--- src/rtl/hdmi_tmds_channel_encoder.sv ---
// ============================================================================
// hdmi_tmds_channel_encoder : two-stage HDMI TMDS lane encoder
//   (video 8b/10b, control, guard bands, TERC4). Rev 1.0
// ============================================================================
`default_nettype none

module hdmi_tmds_channel_encoder #(
   parameter int CHANNEL = 0,
   parameter int CNT_W   = 6
) (
   input  logic                    I_rgb_clk,
   input  logic                    I_rst_n,
   input  logic [2:0]              I_mode,
   input  logic [7:0]              I_data,
   input  logic [1:0]              I_ctrl,
   input  logic [3:0]              I_terc4,
   output logic [9:0]              O_tmds,
   output logic signed [CNT_W-1:0] O_disparity
);

   localparam logic [2:0] c_MODE_CTRL  = 3'd0;
   localparam logic [2:0] c_MODE_VIDEO = 3'd1;
   localparam logic [2:0] c_MODE_VGB   = 3'd2;
   localparam logic [2:0] c_MODE_DATA  = 3'd3;
   localparam logic [2:0] c_MODE_DGB   = 3'd4;

   localparam logic [9:0] c_CTRL_00 = 10'h354;
   localparam logic [9:0] c_CTRL_01 = 10'h0AB;
   localparam logic [9:0] c_CTRL_10 = 10'h154;
   localparam logic [9:0] c_CTRL_11 = 10'h2AB;
   localparam logic [9:0] c_GB_HIGH = 10'h2CC;
   localparam logic [9:0] c_GB_LOW  = 10'h133;

   // Lane indices above 2 are treated as the red lane.
   localparam int         c_LANE      = (CHANNEL > 2) ? 2 : CHANNEL;
   localparam logic [9:0] c_VGB_CODE  = (c_LANE == 1) ? c_GB_LOW : c_GB_HIGH;
   localparam bit         c_DGB_TERC4 = (c_LANE == 0);

   function automatic logic [9:0] f_terc4(input logic [3:0] i_nib);
      case (i_nib)
         4'h0:    return 10'h29C;
         4'h1:    return 10'h263;
         4'h2:    return 10'h2E4;
         4'h3:    return 10'h2E2;
         4'h4:    return 10'h171;
         4'h5:    return 10'h11E;
         4'h6:    return 10'h18E;
         4'h7:    return 10'h13C;
         4'h8:    return 10'h2CC;
         4'h9:    return 10'h139;
         4'hA:    return 10'h19C;
         4'hB:    return 10'h2C6;
         4'hC:    return 10'h28E;
         4'hD:    return 10'h271;
         4'hE:    return 10'h163;
         default: return 10'h2C3;
      endcase
   endfunction

   // ---------------------------------------------------------------- stage 1
   logic [3:0] w_n1d;
   logic       w_use_xnor;
   logic [8:0] w_qm;
   logic [3:0] w_qm_n1;
   logic [2:0] w_mode_s1;

   always_comb begin
      w_n1d = '0;
      for (int i = 0; i < 8; i++) begin
         w_n1d = w_n1d + 4'(I_data[i]);
      end
      w_use_xnor = (w_n1d > 4'd4) || ((w_n1d == 4'd4) && !I_data[0]);

      w_qm    = '0;
      w_qm[0] = I_data[0];
      for (int i = 1; i < 8; i++) begin
         w_qm[i] = w_use_xnor ? ~(w_qm[i-1] ^ I_data[i]) : (w_qm[i-1] ^ I_data[i]);
      end
      w_qm[8] = ~w_use_xnor;

      w_qm_n1 = '0;
      for (int i = 0; i < 8; i++) begin
         w_qm_n1 = w_qm_n1 + 4'(w_qm[i]);
      end

      // Reserved modes collapse to control here so stage 2 sees only 0..4.
      w_mode_s1 = (I_mode > c_MODE_DGB) ? c_MODE_CTRL : I_mode;
   end

   logic [2:0] r_mode;
   logic [1:0] r_ctrl;
   logic [3:0] r_terc4;
   logic [8:0] r_qm;
   logic [3:0] r_n1;
   logic [3:0] r_n0;

   always_ff @(posedge I_rgb_clk or negedge I_rst_n) begin
      if (!I_rst_n) begin
         r_mode  <= c_MODE_CTRL;
         r_ctrl  <= 2'b00;
         r_terc4 <= '0;
         r_qm    <= '0;
         r_n1    <= '0;
         r_n0    <= '0;
      end else begin
         r_mode  <= w_mode_s1;
         r_ctrl  <= I_ctrl;
         r_terc4 <= I_terc4;
         r_qm    <= w_qm;
         r_n1    <= w_qm_n1;
         r_n0    <= 4'd8 - w_qm_n1;
      end
   end

   // ---------------------------------------------------------------- stage 2
   logic [9:0]              r_tmds;
   logic signed [CNT_W-1:0] r_disp;
   logic [9:0]              w_tmds_nxt;
   logic signed [CNT_W-1:0] w_disp_nxt;
   logic signed [CNT_W-1:0] w_bal;
   logic signed [CNT_W-1:0] w_two_q8;
   logic signed [CNT_W-1:0] w_two_nq8;
   logic                    w_disp_pos;
   logic                    w_disp_neg;

   always_comb begin
      w_bal      = $signed({{(CNT_W-4){1'b0}}, r_n1}) - $signed({{(CNT_W-4){1'b0}}, r_n0});
      w_two_q8   = r_qm[8] ? CNT_W'(2) : '0;
      w_two_nq8  = r_qm[8] ? '0 : CNT_W'(2);
      w_disp_neg = r_disp[CNT_W-1];
      w_disp_pos = !r_disp[CNT_W-1] && (r_disp != '0);

      w_tmds_nxt = c_CTRL_00;
      w_disp_nxt = '0;
      case (r_mode)
         c_MODE_VIDEO: begin
            if ((r_disp == '0) || (r_n1 == r_n0)) begin
               w_tmds_nxt = {~r_qm[8], r_qm[8], r_qm[8] ? r_qm[7:0] : ~r_qm[7:0]};
               w_disp_nxt = r_qm[8] ? (r_disp + w_bal) : (r_disp - w_bal);
            end else if ((w_disp_pos && (r_n1 > r_n0)) || (w_disp_neg && (r_n0 > r_n1))) begin
               w_tmds_nxt = {1'b1, r_qm[8], ~r_qm[7:0]};
               w_disp_nxt = r_disp + w_two_q8 - w_bal;
            end else begin
               w_tmds_nxt = {1'b0, r_qm[8], r_qm[7:0]};
               w_disp_nxt = r_disp - w_two_nq8 + w_bal;
            end
         end
         c_MODE_CTRL: begin
            case (r_ctrl)
               2'b00:   w_tmds_nxt = c_CTRL_00;
               2'b01:   w_tmds_nxt = c_CTRL_01;
               2'b10:   w_tmds_nxt = c_CTRL_10;
               default: w_tmds_nxt = c_CTRL_11;
            endcase
         end
         c_MODE_VGB:  w_tmds_nxt = c_VGB_CODE;
         c_MODE_DATA: w_tmds_nxt = f_terc4(r_terc4);
         c_MODE_DGB:  w_tmds_nxt = c_DGB_TERC4 ? f_terc4(r_terc4) : c_GB_LOW;
         default:     w_tmds_nxt = c_CTRL_00;
      endcase
   end

   always_ff @(posedge I_rgb_clk or negedge I_rst_n) begin
      if (!I_rst_n) begin
         r_tmds <= c_CTRL_00;
         r_disp <= '0;
      end else begin
         r_tmds <= w_tmds_nxt;
         r_disp <= w_disp_nxt;
      end
   end

   assign O_tmds      = r_tmds;
   assign O_disparity = r_disp;

endmodule

`default_nettype wire

--- config.mk ---
export PLATFORM = sky130hd
export DESIGN_NAME = hdmi_tmds_channel_encoder
export DESIGN_NICKNAME = d
export VERILOG_FILES = /design/src/rtl/hdmi_tmds_channel_encoder.sv
export SDC_FILE = /design/constraint.sdc
export NUM_CORES = 1
export LEC_CHECK = 0
export BUFFER_PORTS_ARGS = -buffer_cell sky130_fd_sc_hd__buf_4
export CORE_MARGIN = 5
export CORE_UTILIZATION = 54
export CTS_CLUSTER_SIZE = 30
export DETAILED_ROUTE_END_ITERATION = 10
export HOLD_SLACK_MARGIN = 0.05
export PLACE_DENSITY_LB_ADDON = 0.05
export SETUP_SLACK_MARGIN = 0.05
export SYNTH_ARGS = -nofsm -noshare
export SYNTH_HDL_FRONTEND = slang
export SYNTH_SLANG_ARGS = --single-unit
--- constraint.sdc ---
create_clock -name I_rgb_clk -period 3.2 [get_ports I_rgb_clk]
set_input_delay 0.16 -clock I_rgb_clk [delete_from_list [all_inputs] [get_ports I_rgb_clk]]
set_output_delay 0.16 -clock I_rgb_clk [all_outputs]
set_load 0.05 [all_outputs]
==> qor.yml, run 1 <==
run:
  drv_cap: 0
sta:
  finClkSkew_ns: 0.007957
  rsz0062_at_grt: "true"
  setup_viol: 8
  final_max_slew_viol_count: 0
  max-slew-margin-rel_pct: 65.71
  period_share_pct: 172.0
  hold_viol: 0
  fmax_mhz: 181.7
  finalWorstSetupSlack_ns: -2.303
  tightest_slew_ns: 0.5125
  period_minus_slack_ns: 5.503
route:
  vias: 2567
  drt_iter0_drc: 122
  routedWlPerCell_um: 14.01
  dr.pass1.iters: 4
  vias_per_cell: 5.165
  ant_nets: 0
  drc: 0
  drt-total-wl_um: 6964
logic_synthesis:
  yosys.area.top_type: "dfrtp_1"
  synth_seq_area_share_pct: 30.50
  synth_ff_type: "dfrtp_1"
  syn_nets: 411
  synth-async-reset-ratio_pct: 100.0
  syn_inst: 339
  synth.top_cell.area_share_pct: 26.53
  synth_cell_type_count: 49
  ys_warn_count: 0
  synth_area_leaders: "dfrtp_1, ha_1, fa_1, inv_1, xnor2_1"
  synth-edff-count: 0
  syn_area_um2: 3302
  avgSynthCellArea_um2: 9.740
  ys_ff_latch: 40
placed_design:
  dp_hpwl_um: 5338
  port_buffers: 34
  post-place-ws_ns: -2.666
  dp_cells: 474
  gp_congestion: 0.8008
grt:
  grt_antenna_before_repair: 0
  grt_pass1_wl_um: 11760
  grt_overflow: 0
  grt_max_degree: 41
  grt_usage_pct: 19.18
  grt_pass1_vias: 2670
critical_path:
  startpoint_type: "input port"
  crit_path_start: "I_data[0]"
  crit_required_ns: 3.41
  reg2reg_depth: 11
  endpoint_kind: "flop"
  r2r_start: "r_n1[1]"
  worstSetupPathType: "input port to flop"
  crit_fanout: 3
  arrival_ns: 5.72
cts:
  clkTransAtPathRegs_ns: 0.07
  clk_root_buffer_cell: "clkbuf_8"
  clock_latency_ns: 0.29
  clk_path_buf_depth: 2
  clock_sinks: 40
  cts_made_buffers: 5
  h-tree-depth: 2
  cts_tree: "yes"
status:
  violations: "setup timing"
  run_status: "finished with violations"
min_path:
  holdCritStartpoint: "I_data[0]"
  worstHoldPathCells: 2
  hold_class: "input port to flop"
cells_and_area:
  final_layout_size_suffix_gt1_share_pct: 31.52
  nNetsFinal: 493
  antenna_cells: 0
  final_cells: 497
  area_growth_syn_to_layout_pct: 30.20
die:
  coreArea_um2: 5921
  die_w_um: 88.20
  io_pins: 35
  die-height_um: 88.20
  die_area_um2: 7778
  start_util_pct: 55.77
  fp-row-count: 28
==> cell usage in the layout, fill, tap and decap left out, drive strengths merged, types with 2 or more instances in the layout <==
| cell | count |
|---|---|
| xnor2 | 28 |
| nand3 | 2 |
| mux2 | 3 |
| mux2i | 2 |
| dfstp | 5 |
| a31oi | 3 |
| a21oi | 18 |
| and3 | 2 |
| or2 | 2 |
| nor2b | 3 |
| nor3b | 2 |
| nor2 | 31 |
| nor3 | 9 |
| a211oi | 4 |
| dfrtp | 35 |
| fa | 12 |
| a21o | 6 |
| a211o | 3 |
| and2 | 3 |
| nand2b | 7 |
| clkbuf | 5 |
| xor2 | 10 |
| o221ai | 10 |
| buf | 71 |
| dlygate4sd3 | 10 |
| o21ai | 9 |
| inv | 52 |
| nand2 | 16 |
| o211ai | 4 |
| ha | 41 |
==> layer usage <==
layer / part of all wire [%] / global-route usage [%] / vias to the layer above
met5: 0 / 0 / -
met4: 1.1 / 4.533 / 0
met3: 3.0 / 3.198 / 7
met2: 52 / 33.24 / 30
met1: 44 / 25.07 / 1245
li1: - / - / 1285
==> through the flow <==
stage	setup TNS, ns	hold slack, ns	utilization, %	instance area (µm²)
floorplan	-13.24	-0.1356	-	3327
global placement	-15.12	0.1565	65.47	3876
global route	-15.11	0.07062	72.61	4299
CTS	-12.80	0.06782	70.33	4164
finish	-13.11	0.07914	72.61	4299
detailed placement	-16.09	0.1654	65.47	3876
==> layout make-up <==
class | count | area [µm²]
clock buffers | 5 | 68.82
clock inverters | 3 | 42.54
fillers | 435 | 1622
inverters | 52 | 197.7
multi-input cells | 241 | 2241
flip-flops and latches | 40 | 1007
well taps | 75 | 93.84
repair buffers | 81 | 648.1
==> final timing paths <==
path	endpoint	slack (ns)
max in group asynchronous	O_tmds[2]	2.46
min reg2reg	O_disparity[0]	0.58
max	r_n0[3]	-2.30
min	r_qm[0]	0.08
min in group asynchronous	r_terc4[3]	0.36
max reg2reg	O_disparity[5]	0.17
==> registers in the layout, summed over array words and instances (netlist names) <==
name and flops:
r_qm 9, r_ctrl 2, r_mode 3, r_n1 3
r_n0 3, O_tmds 10, r_terc4 4, O_disparity 6
==> timing repair <==
| action | CTS | global route |
|---|---|---|
| cloned | 0 | 0 |
| hold endpoints to repair | 44 | 0 |
| hold buffers | 10 | 0 |
| setup endpoints to repair | 9 | 10 |
| gates resized for setup | 15 | 23 |
| pin swaps | 8 | 10 |
| buffers inserted | 4 | 4 |
==> critical path, cell delays in order <==
cell	delay, ns
buf_8	0.08
inv_4	0.03
fa_1	0.54
fa_1	0.43
fa_1	0.49
inv_1	0.04
ha_2	0.17
fa_1	0.45
nor3_2	0.16
o21ai_1	0.09
a21oi_2	0.28
xor2_2	0.20
inv_2	0.06
fa_1	0.54
xnor2_1	0.13
ha_1	0.26
fa_1	0.50
ha_2	0.18
inv_2	0.04
fa_1	0.52
inv_2	0.05
nor3_2	0.16
xor2_1	0.16
==> kinds of logic after synthesis <==
group	count (synthesis)	share of synthesized area, %
simple gates	81	11.94
compound gates	64	13.41
buf+inv	58	7.123
fa+ha+maj	53	22.81
flops	40	30.50
xor+xnor	38	12.47
mux	5	1.743
==> synth_stat cells (3+ instances only) <==
cell      instances
nor2_1           31
o211ai_1          3
dfrtp_1          35
and2_1            3
a21oi_1          17
nand2b_1          7
xor2_1           10
o21ai_0           9
a211oi_1          4
nor3_1            9
a31oi_1           3
clkbuf_1          3
nor2b_1           3
o221ai_1          9
dfstp_2           5
ha_1             41
nand2_1          16
a211o_1           3
a21o_1            6
xnor2_1          19
inv_1            51
fa_1             12
xnor2_2           8
Power of run 1 is not shown: default switching activity piles up to over one toggle a cycle in this logic, so the estimate is an artifact.
==> inputs of run 2 (changes only) <==
ABC_AREA = 1   (was default)
CORE_UTILIZATION = 56   (was 54)
CTS_BUF_LIST = sky130_fd_sc_hd__clkbuf_8   (was default)
==> qor.yml, run 2 <==
logic_synthesis:
  synth_seq_area_share_pct: 30.42  # -0.081 points
  yosys.area.top_type: "dfrtp_1"
  synth.top_cell.area_share_pct: 26.46  # -0.070 points
  synth_area_leaders: "dfrtp_1, ha_1, inv_1, fa_1, nand2_1"
  avgSynthCellArea_um2: 8.236  # -15%
  ys_ff_latch: 40  # unchanged
  synth-async-reset-ratio_pct: 100.0  # unchanged
  syn_nets: 474  # +15%
  ys_warn_count: 0  # unchanged
  synth_cell_type_count: 34  # -31%
  synth-edff-count: 0  # unchanged
  synth.most_common_cell: "inv_1"
  syn_inst: 402  # +19%
  synth_ff_type: "dfrtp_1"
  syn_area_um2: 3311  # +0.27%
  yosys-top-cells-count: "inv_1, nand2_1, ha_1, dfrtp_1, nand3_1"
placed_design:
  post-place-ws_ns: -2.519  # +0.1466 ns
  port_buffers: 34  # unchanged
  dp_hpwl_um: 5502  # +3.1%
  gp_congestion: 0.8590  # +7.3%
  place_area_um2: 3880  # about the same
critical_path:
  ff2ff_setup_slack_ns: 0.27  # +0.10 ns
  crit_path_start: "I_data[0]"
  arrival_ns: 5.50  # -0.22 ns
  startpoint_type: "input port"
  worstSetupPathType: "input port to flop"
  cp_slowest_cell: "fa_1"
  crit_fanout: 3  # unchanged
  cp_top_family: "adder cells"
  reg2reg_depth: 17  # +6
  path_buf_inv: 9  # +3
  cpPeakStageDelay_ns: 0.54  # about the same
  crit_end: "r_n0[2]"
  r2r_end: "O_disparity[5]"
  cp_num_cells: 27  # +17%
  r2r_start: "r_n0[2]"
  endpoint_kind: "flop"
  crit_path_frequent_cell: "fa_1"
  crit_required_ns: 3.38  # -0.03 ns
cells_and_area:
  fillerInstances: 448  # +3.0%
  final_area_um2: 4292  # -0.17%
  final_common_cell: "inv_1"
  antenna_cells: 0  # unchanged
  largest_register_ffs: 10  # unchanged
  layout_common_cells: "inv_1, buf_4, nand2_1"
  final_layout_size_suffix_gt1_share_pct: 28.66  # -2.9 points
  utilization_pct: 73.35  # +0.74 points
  nNetsFinal: 556  # +13%
  area_growth_syn_to_layout_pct: 29.63
cts:
  clock_latency_ns: 0.29  # about the same
  clk_path_buf_depth: 2  # unchanged
  clkTransAtPathRegs_ns: 0.08  # about the same
  cts_made_buffers: 5  # unchanged
  cts_tree: "yes"
  clock_sinks: 40  # unchanged
  clk_root_buffer_cell: "clkbuf_8"
  h-tree-depth: 2  # unchanged
die:
  io_pins: 35  # unchanged
  coreArea_um2: 5851  # -1.2%
  die_area_um2: 7550  # -2.9%
  start_util_pct: 56.59  # +0.82 points
  fp-row-count: 28  # unchanged
  die-height_um: 86.89  # -1.5%
  die_w_um: 86.89  # -1.5%
sta:
  period_minus_slack_ns: 5.324  # -0.1781 ns
  max-slew-margin-rel_pct: 52.11  # -14 points
  period_share_pct: 166.4  # -5.6 points
  rsz0062_at_grt: "true"
  tightest_slew_ns: 0.7109  # +0.1984 ns
  setup_viol: 9  # +1
  final_max_slew_viol_count: 0  # unchanged
  fmax_mhz: 187.8  # +3.3%
  finClkSkew_ns: 0.007569  # -0.0003874 ns
  hold_viol: 0  # unchanged
  finalWorstSetupSlack_ns: -2.124  # +0.1781 ns
grt:
  grt_max_degree: 41  # unchanged
  grt_overflow: 0  # unchanged
  grt_pass1_vias: 2665  # -0.19%
  grt_usage_pct: 19.84  # +0.66 points
  grt_antenna_before_repair: 0  # unchanged
  grt_pass1_wl_um: 11930  # +1.5%
route:
  drt-total-wl_um: 7169  # +2.9%
  vias_per_cell: 5.000  # -3.2%
  ant_nets: 0  # unchanged
  routedWlPerCell_um: 12.80  # -8.6%
  dr.pass1.iters: 4  # unchanged
  vias: 2800  # +9.1%
  drc: 0  # unchanged
  drt_iter0_drc: 126  # +3.3%
min_path:
  hold_class: "input port to flop"
run:
  drv_cap: 0  # unchanged
status:
  violations: "setup timing"
  run_status: "finished with violations"
run 2: changes by cell type after synthesis, sizes merged, moves of 8 or more:
cell    change
o221ai     -10
nand3      +37
inv        +29
o21ai      +21
nand2      +59
nor2       -15
a21oi       +8
xnor2      -21
run 2: kinds of logic after synthesis:
family / Yosys count / share of synthesized area [%]
AO/OA/AOI/OAI: 66 / 11.11
XOR/XNOR: 16 / 4.233
adder cells (fa/ha/maj): 53 / 22.75
buffers and inverters: 86 / 10.09
flip-flops: 40 / 30.42
AND/OR/NAND/NOR: 141 / 21.39
run 2: worst min-delay path by stage:
stage / startpoint / endpoint / slack (ns) / cells past startpoint
after floorplan: I_rst_n / O_disparity[0] / -0.14 / 0
after global placement: I_rst_n / O_disparity[5] / 0.17 / 1
after detailed placement: I_rst_n / r_ctrl[0] / 0.17 / 1
after CTS: I_mode[0] / r_mode[0] / 0.10 / 2
after global routing: I_data[0] / r_qm[0] / 0.11 / 2
final: I_mode[0] / r_mode[0] / 0.11 / 2
run 2: area by class of cell:
| type | count | area, µm² | area share (%) |
|---|---|---|---|
| repair buffers | 78 | 634.4 | 14.78 |
| inverters | 83 | 326.6 | 7.609 |
| well taps | 75 | 93.84 | 2.187 |
| clock buffers | 6 | 82.58 | 1.924 |
| clock inverters | 2 | 13.76 | 0.3207 |
| flip-flops and latches | 40 | 1007 | 23.47 |
| multi-input cells | 276 | 2133 | 49.71 |
run 2: stage by stage:
stage               instances  TNS [ns]  hold slack (ns)
finish                    560    -12.70           0.1078
detailed placement        533    -14.89           0.1708
global placement          533    -14.09           0.1675
floorplan                 402    -11.57          -0.1356
CTS                       555    -11.86           0.1033
global route              560    -13.97           0.1068
run 2: what timing repair did:
| item | in CTS | in global routing |
|---|---|---|
| endpoints found under the hold margin | 43 | 0 |
| endpoints found under the setup margin | 8 | 11 |
| pin swaps | 6 | 12 |
| buffers inserted | 4 | 5 |
| gates resized for setup | 14 | 18 |
| hold buffers | 10 | 0 |
run 2: metal layers:
metal	routed length, µm	track usage, %	vias to the layer above
met4	67	3.683	0
li1	-	-	1440
met2	3733	35.75	45
met3	265	2.554	6
met1	3104	25.56	1309
met5	0	0	-
Power of run 2 is left out for the same reason.
